### src/rtl/dfe_out_pkg.sv
// rtl/dfe_out_pkg.sv - shared types and constants for the DFE output buffer
package dfe_out_pkg;

  localparam int DFE_OUT_DATA_WIDTH = 16;
  localparam int DFE_OUT_DEPTH_DEF  = 16;
  localparam int DFE_OUT_LVL_W_DEF  = 5;

  typedef struct packed {
    logic                                 ovf;
    logic                                 unf;
    logic signed [DFE_OUT_DATA_WIDTH-1:0] data;
  } dfe_sample_t;

endpackage

### src/rtl/dfe_out_fifo_mem.sv
// rtl/dfe_out_fifo_mem.sv - DEPTH x dfe_sample_t storage, sync write, async read
module dfe_out_fifo_mem
  import dfe_out_pkg::*;
#(
  parameter int DEPTH  = DFE_OUT_DEPTH_DEF,
  parameter int ADDR_W = $clog2(DEPTH)
) (
  input  logic              clk,
  input  logic              we,
  input  logic [ADDR_W-1:0] wr_ptr,
  input  dfe_sample_t       wr_data,
  input  logic [ADDR_W-1:0] rd_ptr,
  output dfe_sample_t       rd_data
);

  dfe_sample_t mem [DEPTH];

  // Storage is deliberately unreset; validity is tracked by the level counter.
  always_ff @(posedge clk) begin
    if (we) mem[wr_ptr] <= wr_data;
  end

  assign rd_data = mem[rd_ptr];

endmodule

### src/rtl/dfe_out_buffer.sv
// rtl/dfe_out_buffer.sv - FWFT elastic output FIFO after the DFE core; DFE_OUT_STATS_EN adds ovf/unf counters
module dfe_out_buffer
  import dfe_out_pkg::*;
#(
  parameter int DATA_WIDTH = DFE_OUT_DATA_WIDTH,
  parameter int DEPTH      = DFE_OUT_DEPTH_DEF,
  parameter int AF_THRESH  = 12,
  parameter int CNT_WIDTH  = 16
) (
  input  logic                       clk,
  input  logic                       rst_n,
  input  logic                       valid_in,
  input  logic [DATA_WIDTH-1:0]      data_in,
  input  logic                       ovf_in,
  input  logic                       unf_in,
  input  logic                       flush,
  input  logic                       clr_sticky,
  output logic                       m_valid,
  input  logic                       m_ready,
  output logic [DATA_WIDTH-1:0]      m_data,
  output logic                       m_ovf,
  output logic                       m_unf,
  output logic [$clog2(DEPTH):0]     level,
  output logic                       almost_full,
  output logic                       drop_sticky,
  output logic [CNT_WIDTH-1:0]       ovf_count,
  output logic [CNT_WIDTH-1:0]       unf_count
);

  localparam int PTR_W = $clog2(DEPTH);
  localparam int LVL_W = PTR_W + 1;

  logic [PTR_W-1:0] wr_ptr, rd_ptr;
  logic [LVL_W-1:0] level_nxt;
  logic             full, pop, push, drop;
  dfe_sample_t      wr_data, rd_data;

  assign m_valid = (level != '0);
  assign full    = (level == LVL_W'(DEPTH));
  // flush overrides every other action in its cycle, including drop detection
  assign pop     = m_valid & m_ready & ~flush;
  assign push    = valid_in & (~full | pop) & ~flush;
  assign drop    = valid_in & full & ~pop & ~flush;

  always_comb begin
    level_nxt = level;
    if (flush)             level_nxt = '0;
    else if (push && !pop) level_nxt = level + 1'b1;
    else if (pop && !push) level_nxt = level - 1'b1;
  end

  assign wr_data.ovf  = ovf_in;
  assign wr_data.unf  = unf_in;
  assign wr_data.data = DFE_OUT_DATA_WIDTH'(data_in);

  dfe_out_fifo_mem #(
    .DEPTH  (DEPTH),
    .ADDR_W (PTR_W)
  ) u_mem (
    .clk     (clk),
    .we      (push),
    .wr_ptr  (wr_ptr),
    .wr_data (wr_data),
    .rd_ptr  (rd_ptr),
    .rd_data (rd_data)
  );

  // Gate the head so outputs read zero whenever the FIFO is empty.
  assign m_data = m_valid ? DATA_WIDTH'(rd_data.data) : '0;
  assign m_ovf  = m_valid & rd_data.ovf;
  assign m_unf  = m_valid & rd_data.unf;

  always_ff @(posedge clk or negedge rst_n) begin
    if (!rst_n) begin
      wr_ptr      <= '0;
      rd_ptr      <= '0;
      level       <= '0;
      almost_full <= 1'b0;
      drop_sticky <= 1'b0;
    end else begin
      if (flush) begin
        wr_ptr <= '0;
        rd_ptr <= '0;
      end else begin
        if (push) wr_ptr <= wr_ptr + 1'b1;
        if (pop)  rd_ptr <= rd_ptr + 1'b1;
      end
      level       <= level_nxt;
      almost_full <= (level_nxt >= LVL_W'(AF_THRESH));
      if (drop)            drop_sticky <= 1'b1;
      else if (clr_sticky) drop_sticky <= 1'b0;
    end
  end

`ifdef DFE_OUT_STATS_EN
  always_ff @(posedge clk or negedge rst_n) begin
    if (!rst_n) begin
      ovf_count <= '0;
      unf_count <= '0;
    end else begin
      if (push && ovf_in) begin
        if (ovf_count != '1) ovf_count <= ovf_count + 1'b1;
      end else if (clr_sticky) begin
        ovf_count <= '0;
      end
      if (push && unf_in) begin
        if (unf_count != '1) unf_count <= unf_count + 1'b1;
      end else if (clr_sticky) begin
        unf_count <= '0;
      end
    end
  end
`else
  assign ovf_count = '0;
  assign unf_count = '0;
`endif

endmodule
### config.mk
export PLATFORM = sky130hd
export DESIGN_NAME = dfe_out_buffer
export DESIGN_NICKNAME = d
export VERILOG_FILES = /design/src/rtl/dfe_out_pkg.sv /design/src/rtl/dfe_out_fifo_mem.sv /design/src/rtl/dfe_out_buffer.sv
export SDC_FILE = /design/constraint.sdc
export NUM_CORES = 1
export LEC_CHECK = 0
export CAP_MARGIN = 20
export CORE_MARGIN = 1.5
export CORE_UTILIZATION = 30
export CTS_CLUSTER_DIAMETER = 30
export DETAILED_ROUTE_END_ITERATION = 12
export GPL_TIMING_DRIVEN = 0
export SLEW_MARGIN = 10
export SYNTH_ARGS = -nofsm -noshare
export SYNTH_HDL_FRONTEND = slang
export SYNTH_HIERARCHICAL = 1
export SYNTH_SLANG_ARGS = --single-unit
### constraint.sdc
create_clock -name clk -period 3.8 [get_ports clk]
set_input_delay 0.76 -clock clk [delete_from_list [all_inputs] [get_ports clk]]
set_output_delay 0.76 -clock clk [all_outputs]
set_load 0.01 [all_outputs]
==> summary.md <==
| Metric | Value |
|---|---|
| Clock Latency Late Sink | `0.57 ns` |
| First-pass GRT wire length | `between 40000 and 50000 µm` |
| Compound-gate portion of the synthesized area | `under 10%` |
| Synth Area in Adders | `less than 1%` |
| Max Fclk | `269.4 MHz` |
| Rel. slew slack | `42.78%` |
| Worst reg2reg setup slack | `0.22 ns` |
| Synth top cells by count | `edfxtp_1 (288), mux4_2 (50), a22oi_1 (36)` |
| Hold_buf cts | `0` |
| Clock sinks | `303` |
| Worst-margin pin slew | `around 0.86 ns` |
| Gr usage total | `a little over an eighth` |
| Cell depth of the worst hold path | `1` |
| Crit path launch type | `flip-flop` |
| Hold EP | `drop_sticky` |
| Critical path fanouts, max | `10` |
| Placed Cells incl. Taps | `between 1000 and 1500` |
| Arrival time of the worst setup path | `slightly below 3 ns` |
| Cells after synthesis | `615` |
| Sequential share of power | `a little over a third` |
| CTS clock-pin slew for the worst setup and hold paths | `0.04 ns` |
| Max cap viols | `0` |
| CTS root buf | `clkbuf_16` |
| Count of final setup violators | `0` |
| Worst R2R Start | `level[0]` |
| Sw Ratio | `between 20% and 30%` |
| Share of cells above drive strength 1 | `between 30 and 40%` |
| Synth async-reset ratio | `slightly below 5%` |
| Crit path kind | `flip-flop to primary output` |
| DR vias/cell | `4.852` |
| Placed Instance Area | `0.01372 mm²` |
| Synth Flop Type | `edfxtp_1` |
| Non-filler instance count after layout | `1338` |
| Initial DRC count | `~640` |
| Vias in the first global route | `6501` |
| Xor/xnor share of the synthesized area | `less than 1%` |
| Total core area | `0.04001 mm²` |
| Synth top area share | `a little over two thirds` |
| WL/cell | `roughly 21 µm` |
| Power share of the combinational group | `a little under a fifth` |
| Final Critical Period | `around 3.7 ns` |
| Ranking of synthesized cells by area | `edfxtp_1 (70%), mux4_2 (9.2%), mux4_1 (4.7%)` |
| Final Net Count | `792` |
| Clock Path Buffers | `3` |
| CTS tree | `built` |
| R2R depth | `10` |
| # IOs | `82` |
| DRC | `0` |
| Cell area after layout | `between 0.015 and 0.02 mm²` |
| Sequential area share after synthesis | `73.55%` |
| Vias | `between 6000 and 7000` |
| Core Rows | `73` |
| Final wirelength | `approximately 28000 µm` |
| Static leakage | `around 5.3 nW` |
| Die X | `a little over 200 µm` |
| I/O Buffers | `47` |
| Area leader, netlist | `edfxtp_1` |
| Setup TNS | `0 ns` |
| Most frequent cell after synthesis | `edfxtp_1` |
| Initial DRT Pass Iterations | `5` |
| Number of flops mapped to enable cells by yosys | `~290` |
| Post-DP HPWL | `approximately 17000 µm` |
| Synth Register Bits | `around 300` |
| Peak VDD IR | `just over 0.4 mV` |
| CP required | `slightly above 3 ns` |
| Hold Crit Start | `drop_sticky` |
| Layout area overhead | `28.77%` |
| Count of final max-slew check failures | `0` |
| Synthesized area | `approximately 0.012 mm²` |
| Period Utilization, post-route | `97.68%` |
| Clock Power Share | `between 40% and 50%` |
| Chip Height | `205.2 µm` |
| Antenna-violating nets left | `0` |
| Sw Pwr | `about 2.8 mW` |
| Yosys warnings | `6` |
| Filler cell count | `~3600` |
| Simple-gate share of the synthesized area | `4.539%` |
| GR Overflow Total | `0` |
| Pin count of the biggest net entering global routing | `19` |
| H-tree depth | `2` |
| Antenna cells | `0` |
| Final hold violations | `0` |
| Starting density of the core | `a little under a third` |
| Status | `complete, no violations` |
| Int Pwr | `8.099 mW` |
| Mux contribution to synthesized area | `around 14%` |
| Worst R2R End | `u_mem/mem[0][13]` |
| TritonCTS Buffers | `roughly 60` |
| Post-synth cell types | `47` |
| Die Footprint | `0.04212 mm²` |
| Layout Skew | `0.01612 ns` |
| Hold Slack | `a little over 0.5 ns` |
| Hold crit path type | `flip-flop to flip-flop` |
| Power per cell area | `between 600 and 700 mW/mm²` |
| Initial antenna violation count | `0` |
| RePlAce Congestion | `0.7117` |
| Largest family of logic cells by synthesized area | `multiplexers` |
| Setup Buffers After CTS | `0` |
| Worst setup EP type | `primary output` |
| Mean cell area of the mapped netlist | `between 15 and 20 µm²` |
## power by group through the flow
stage	combinational [mW]	clock (mW)	sequential, mW
floorplan	1.25	0	3.86
global placement	2.00	0	3.87
detailed placement	2.04	0	3.87
CTS	2.06	5.16	3.81
global route	2.22	5.34	3.82
finish	2.05	5.08	3.81
## worst max-delay path, stage by stage (launching register included)
cell and delay (ns):
dfrtp_2 0.41, buf_8 0.18, buf_8 0.20, mux4_1 0.57
a22oi_1 0.27, nand2_1 0.07, and2_1 0.18, clkdlybuf4s50_1 0.49
## cell type report
type / count / area, µm² / area share, %
Inverter: 8 / 30.03 / 0.1901
Clock inverter: 48 / 473.0 / 2.994
Timing Repair Buffer: 57 / 580.6 / 3.675
Multi-Input combinational cell: 274 / 3038 / 19.23
Clock buffer: 63 / 1534 / 9.710
Sequential cell: 303 / 9025 / 57.13
Buffer: 60 / 460.4 / 2.915
Tap cell: 525 / 656.9 / 4.158
## cells by family after synthesis
logic type               Yosys count
flip-flops                       303
AND/OR/NAND/NOR                  105
multiplexers                      76
buffers and inverters             69
AO/OA/AOI/OAI                     52
adder cells (fa/ha/maj)            5
XOR/XNOR                           4
other                              1
## placed cells by master, fill, tap and decap left out, types with 6 or more instances in the layout
cell type	count
edfxtp_1	288
nor2_1	13
clkinvlp_4	13
nand2_1	25
inv_1	7
buf_8	6
clkinv_1	6
a22oi_1	35
mux4_1	22
buf_2	7
conb_1	32
and2_1	18
nand3_1	6
buf_4	38
clkbuf_2	7
dfrtp_1	14
inv_6	13
mux4_2	50
clkdlybuf4s50_1	47
clkbuf_16	61
nor2_4	11
## timing repair
action / 4_1_cts / 5_1_grt
setup endpoints to repair: 18 / 18
gates resized for setup: 20 / 19
hold endpoints to repair: 0 / 0
## worst max path at each step
stage	from	endpoint	slack, ns	cells past startpoint
after floorplan	flush	u_mem/mem[0][0]	0.09	6
after global placement	valid_in	u_mem/mem[0][9]	-2.19	6
after detailed placement	valid_in	u_mem/mem[0][9]	-0.20	8
after CTS	rd_ptr[0]	m_data[10]	0.008	7
after global routing	rd_ptr[0]	m_data[4]	-0.0006	7
final	rd_ptr[0]	m_data[4]	0.09	7
## state kept, by name, indices dropped and copies added (netlist names)
signal	count
almost_full	1
wr_ptr	4
u_mem/mem	288
level	5
rd_ptr	4
drop_sticky	1
## per-layer routing
| metal | up-vias | global-route usage (%) | part of all wire, % |
|---|---|---|---|
| li1 | 2796 | - | - |
| met3 | 54 | 2.677 | 7.9 |
| met5 | - | 0 | 0 |
| met4 | 0 | 4.979 | 2.7 |
| met1 | 3347 | 19.91 | 44 |
| met2 | 295 | 20.19 | 45 |
## per-stage QoR
step / util [%] / worst slack [ns] / power (mW)
after floorplan: - / 0.08888 / 5.118
after global placement: 33.77 / -2.194 / 5.867
after detailed placement: 34.30 / -0.1978 / 5.915
after CTS: 39.38 / 0.008148 / 11.03
after global routing: 39.49 / -0.0006355 / 11.38
final: 39.49 / 0.08801 / 10.94
No activity file was read; power rests on OpenSTA's default activity.
